**config.mk**
```make
export PLATFORM = sky130hd
export DESIGN_NAME = ring_buffer_write_arbiter
export DESIGN_NICKNAME = d
export VERILOG_FILES = /design/src/rtl/ring_buffer_write_arbiter_pkg.sv /design/src/rtl/ring_buffer_write_arbiter_picker.sv /design/src/rtl/ring_buffer_write_arbiter.sv
export SDC_FILE = /design/constraint.sdc
export NUM_CORES = 1
export LEC_CHECK = 0
export ABC_CLOCK_PERIOD_IN_PS = 1780
export CAP_MARGIN = 20
export CORE_MARGIN = 1.5
export CORE_UTILIZATION = 55
export CTS_CLUSTER_SIZE = 12
export DETAILED_ROUTE_END_ITERATION = 6
export DONT_BUFFER_PORTS = 1
export HOLD_SLACK_MARGIN = 0.08
export PLACE_DENSITY = 0.73
export SLEW_MARGIN = 15
export SYNTH_ARGS = -nofsm -noshare
export SYNTH_HDL_FRONTEND = slang
export SYNTH_SLANG_ARGS = --single-unit
```
**constraint.sdc**
```tcl
create_clock -name clk -period 1.78 [get_ports clk]
set_input_delay 0.178 -clock clk [delete_from_list [all_inputs] [get_ports clk]]
set_output_delay 0.178 -clock clk [all_outputs]
set_load 0.02 [all_outputs]
```
**src/rtl/ring_buffer_write_arbiter_pkg.sv**
```systemverilog
// Shared types and helpers for the ring-buffer write arbiter and its picker.
package ring_buffer_write_arbiter_pkg;

  typedef enum logic {
    ArbIdle  = 1'b0,
    ArbBurst = 1'b1
  } arb_state_e;

  // Index width for an n-entry requester vector; never narrower than one bit.
  function automatic int rr_index_width(input int n);
    int w;
    w = $clog2(n);
    return (w < 1) ? 1 : w;
  endfunction

endpackage

```
**src/rtl/ring_buffer_write_arbiter_picker.sv**
```systemverilog
// Round-robin priority picker: first asserted request at or after start, with wrap.
module rr_priority_picker
  import ring_buffer_write_arbiter_pkg::*;
#(
  parameter int NumRequesters = 4,
  localparam int IdxW = rr_index_width(NumRequesters)
) (
  input  logic [NumRequesters-1:0] req,
  input  logic [IdxW-1:0]          start,
  output logic                     found,
  output logic [IdxW-1:0]          index
);

  always_comb begin
    int pos;
    logic [IdxW-1:0] pos_idx;
    found   = 1'b0;
    index   = '0;
    pos     = 0;
    pos_idx = '0;
    for (int k = 0; k < NumRequesters; k++) begin
      pos     = (int'(start) + k) % NumRequesters;
      pos_idx = IdxW'(pos);
      if (!found && req[pos_idx]) begin
        found = 1'b1;
        index = pos_idx;
      end
    end
  end

endmodule

```
**src/rtl/ring_buffer_write_arbiter.sv**
```systemverilog
// Shares one ring_buffer put port among several valid/ready producers, round-robin with bounded bursts.
module ring_buffer_write_arbiter
  import ring_buffer_write_arbiter_pkg::*;
#(
  parameter int WordLengthBits = 8,
  parameter int NumRequesters  = 4,
  parameter int MaxBurst       = 4,
  localparam int GrantIdW = rr_index_width(NumRequesters)
) (
  input  logic                                  clk,
  input  logic                                  rst,
  input  logic [NumRequesters-1:0]              req_valid,
  input  logic [NumRequesters*WordLengthBits-1:0] req_data,
  output logic [NumRequesters-1:0]              req_ready,
  input  logic                                  buffer_100p_full,
  output logic                                  put,
  output logic [WordLengthBits-1:0]             data_in,
  output logic                                  grant_valid,
  output logic [GrantIdW-1:0]                   grant_id
);

  localparam int CntW = $clog2(MaxBurst + 1);
  localparam logic [CntW-1:0] LastBeat = CntW'(MaxBurst - 1);
  localparam logic [GrantIdW-1:0] LastId = GrantIdW'(NumRequesters - 1);

  arb_state_e          state_q, state_d;
  logic                grant_valid_q, grant_valid_d;
  logic [GrantIdW-1:0] grant_id_q, grant_id_d;
  logic [CntW-1:0]     burst_cnt_q, burst_cnt_d;
  logic [GrantIdW-1:0] rr_ptr_q, rr_ptr_d;

  logic                cur_valid;
  logic                ready_gate;
  logic                do_release;
  logic [GrantIdW-1:0] pick_start;
  logic                pick_found;
  logic [GrantIdW-1:0] pick_index;

  // Handshake outputs react combinationally to full so a same-cycle get is usable at once.
  always_comb begin
    cur_valid  = req_valid[grant_id_q];
    ready_gate = grant_valid_q && !buffer_100p_full;
    req_ready  = ready_gate ? (NumRequesters'(1) << grant_id_q) : '0;
    put        = ready_gate && cur_valid;
    data_in    = '0;
    for (int i = 0; i < NumRequesters; i++) begin
      if (grant_id_q == GrantIdW'(i)) data_in = req_data[i*WordLengthBits +: WordLengthBits];
    end
  end

  assign grant_valid = grant_valid_q;
  assign grant_id    = grant_id_q;

  // From IDLE search after the last grantee; on release search after the releasing port.
  always_comb begin
    if (state_q == ArbIdle) begin
      pick_start = (rr_ptr_q == LastId) ? '0 : rr_ptr_q + GrantIdW'(1);
    end else begin
      pick_start = (grant_id_q == LastId) ? '0 : grant_id_q + GrantIdW'(1);
    end
  end

  rr_priority_picker #(
    .NumRequesters(NumRequesters)
  ) u_picker (
    .req   (req_valid),
    .start (pick_start),
    .found (pick_found),
    .index (pick_index)
  );

  always_comb begin
    state_d       = state_q;
    grant_valid_d = grant_valid_q;
    grant_id_d    = grant_id_q;
    burst_cnt_d   = burst_cnt_q;
    rr_ptr_d      = rr_ptr_q;
    do_release    = 1'b0;

    case (state_q)
      ArbIdle: begin
        if (pick_found) begin
          state_d       = ArbBurst;
          grant_valid_d = 1'b1;
          grant_id_d    = pick_index;
          burst_cnt_d   = '0;
        end
      end
      ArbBurst: begin
        if (!cur_valid) begin
          do_release = 1'b1;
        end else if (!buffer_100p_full) begin
          if (burst_cnt_q == LastBeat) do_release = 1'b1;
          else burst_cnt_d = burst_cnt_q + CntW'(1);
        end
      end
      default: begin
        state_d       = ArbIdle;
        grant_valid_d = 1'b0;
      end
    endcase

    // Back-to-back re-grant keeps the put port busy with no dead cycle between bursts.
    if (do_release) begin
      rr_ptr_d    = grant_id_q;
      burst_cnt_d = '0;
      if (pick_found) begin
        grant_id_d = pick_index;
      end else begin
        state_d       = ArbIdle;
        grant_valid_d = 1'b0;
      end
    end
  end

  always_ff @(posedge clk) begin
    if (rst) begin
      state_q       <= ArbIdle;
      grant_valid_q <= 1'b0;
      grant_id_q    <= '0;
      burst_cnt_q   <= '0;
      rr_ptr_q      <= LastId;
    end else begin
      state_q       <= state_d;
      grant_valid_q <= grant_valid_d;
      grant_id_q    <= grant_id_d;
      burst_cnt_q   <= burst_cnt_d;
      rr_ptr_q      <= rr_ptr_d;
    end
  end

endmodule

```
==> results by group <==
Timing
  • Period minus WS final: about 1.9 ns
  • Max-slew violation count: 0
  • Final setup viols: 8
  • Final Hold Viols: 0
  • F_max: 0.536 GHz
  • Setup_tns: -0.289 ns
  • Slew headroom: 0.771
  • Worst-Margin Slew: 0.343 ns
  • Final worst slack: -0.0862 ns
  • Clock Skews: 0.00246 ns
  • RSZ-0062 raised after global routing: yes
  • Final worst-path cycle share: 1.05

Setup path
  • CP Launch Type: flop
  • Worst-path maximum fanout: 7
  • Critical Path End Type: primary output
  • CP Class: reg2out
  • Worst Path Required: approximately 1.6 ns
  • Arrival time worst endpoint: 1.69 ns

Floorplanning
  • Starting density of the core: 0.605
  • Num rows: 14
  • Ports: 55
  • Die X: 44.2 um
  • Die H: about 44 um
  • Core ar.: between 0.0015 and 0.002 sq mm
  • Die area: around 0.0020 sq mm

Global route
  • Largest net degree at the start of global routing: 18
  • Vias in the first global route: 930
  • GRT Util Overall: 0.274
  • Initial antenna violation count: 0
  • First-pass GRT wire length: around 4000 um
  • Grt ovf: 0

Route
  • Drt total wl: ~2700 um
  • Detailed Routing Iterations Pass 1: 4
  • Detailed-route via count: 1,002
  • Vias per cell: 6.59
  • Number of remaining DRC errors: 0
  • DRT antenna net count: 0
  • Initial DRC count: 13
  • WL/cell: approximately 17 um

Clocking
  • Worst-skew pair later-pin latency: 0.26 ns
  • Clock slew at reported path FFs: 0.06 ns
  • H-tree depth: 1
  • CTS Root Cell: clkbuf_4
  • Clock sinks: 9
  • Clk buf depth: 2
  • Clock tree from TritonCTS: built
  • TritonCTS Buffers: 3

Synthesis
  • Yosys cell types: 36
  • Synthesized area: approximately 930 sq um
  • Number of synthesized flops with an enable pin: 0
  • Post-synth top flop: dfxtp_1
  • Synth top cells by count: 10 x nand2_1, 10 x nor2b_1, 9 x dfxtp_1
  • Top cells by area, synth: dfxtp_1 19%, ha_1 9.4%, nor2b_1 6.7%
  • Yosys warns: 0
  • Register bit count reported by yosys: 9
  • Post-Syn Nets: 159
  • Mapped Cells: 113
  • Cell taking the most area after synthesis: dfxtp_1
  • Synth async-reset ratio: 0
  • Synth top area share: 0.193
  • Seq/Total Area, Yosys: 0.193
  • Syn Area/Cell: 8.25 sq um

Power
  • Worst VDD drop: roughly 650 uV
  • Sw frac: 0.424
  • NetSw: 0.572 mW
  • Internal power: approximately 0.78 mW
  • Seq pwr share: 0.185
  • Lkg Pwr: 0.522 nW
  • Clk network pwr share: 0.121
  • Pwr dens: roughly 1000 mW/mm^2
  • Comb power frac: 0.694

Placed design
  • Port-buffer cells: 0
  • HPWL after DPL: 1830 um
  • Placed Cells incl. Taps: 140
  • Placed Area: ~0.0011 sq mm
  • Gpl congestion: 0.942

Final layout
  • Final Util: 0.846
  • Fin area: 0.00130 sq mm
  • Synthesis-to-layout area growth: 39.9%
  • Post-Layout Cell Count: 152
  • Share of post-route cells with drive strength above 1: 0.449
  • Nets: roughly 180
  • N_diodes: 0

Run
  • Number of max-cap violations: 0

Hold path
  • Hold Crit Class: in2reg

Outcome
  • Failing checks: negative setup slack
  • Run status: finished with violations
## kinds of logic (layout without fill, tap and decap cells)
family                   Yosys count  count (layout)  synth area share
adder cells (fa/ha/maj)            7               7            0.0940
AND/OR/NAND/NOR                   47              47             0.298
buffers and inverters             11              34            0.0483
flip-flops                         9               9             0.193
multiplexers                       7               7            0.0926
AO/OA/AOI/OAI                     32              32             0.274
## metal layers
metal | track usage | vias up | wire length, um
met2 | 0.559 | 51 | 1410
met5 | 0 | - | 0
met1 | 0.263 | 471 | 979
met3 | 0.0327 | 11 | 188
li1 | - | 469 | -
met4 | 0.127 | 0 | 76
## path summary, 6_finish.rpt
path / from / to / slack (ns) / cells after the start
max reg2reg: grant_id[0]$_SDFF_PP0_ / rr_ptr_q[1]$_SDFFE_PP1P_ / -0.01 / 6
min: rst / rr_ptr_q[0]$_SDFFE_PP1P_ / 0.09 / 2
min reg2reg: rr_ptr_q[0]$_SDFFE_PP1P_ / rr_ptr_q[0]$_SDFFE_PP1P_ / 0.56 / 2
max: grant_id[0]$_SDFF_PP0_ / data_in[3] / -0.09 / 7
## state kept, by name (all words and copies together) (netlist names)
signal       cells
grant_valid      1
grant_id         2
burst_cnt_q      3
rr_ptr_q         2
state_q          1
## power groups by stage
stage          Sequential, mW  Clock (mW)  Combinational (mW)
2_1_floorplan           0.268           0               0.485
3_3_place_gp            0.250           0               0.712
3_5_place_dp            0.252           0               0.735
4_1_cts                 0.247       0.168               0.857
5_1_grt                 0.253       0.177               0.992
6_report                0.250       0.164               0.936
## cell usage in the layout (no fill, tap or decap), drive strengths merged, types with 2 or more instances in the layout
cell and n:
a21oi 5, a221oi 7, and2 5, buf 24, clkbuf 4, dfxtp 9
ha 7, inv 5, mux2 3, mux2i 3, nand2 10, nand3 2
nand3b 4, nor2 6, nor2b 10, nor3 5, o21ai 4, o31ai 7
## worst max-delay path, stage by stage (launching register included)
cell	delay, ns
dfxtp_4	0.36
buf_6	0.13
ha_4	0.16
nor2b_2	0.12
buf_6	0.16
a221oi_4	0.07
o31ai_2	0.22
buf_4	0.19
## final cells by class
class | instances | area (sq um)
fill | 86 | 238
inverter | 5 | 21.3
timing repair buffer | 25 | 201
multi-input combinational | 93 | 850
sequential | 9 | 185
tap | 16 | 20.0
clock buffer | 4 | 26.3
## stage by stage
stage	setup slack [ns]	hold slack, ns	power, mW
6_report	-0.0862	0.0875	1.35
5_1_grt	-0.152	0.0851	1.42
4_1_cts	-0.0828	0.0807	1.27
3_5_place_dp	-0.0186	0.254	0.987
3_3_place_gp	0.0494	0.253	0.962
2_1_floorplan	0.000781	0.266	0.753
## timing repair
item | in CTS | in global routing
cloned | 0 | 0
gates resized for setup | 16 | 9
buffers inserted | 5 | 2
hold endpoints to repair | 8 | 0
pin swaps | 3 | 6
setup endpoints to repair | 9 | 13
hold buffers | 1 | 0
Power figures use the tool's default switching activity.
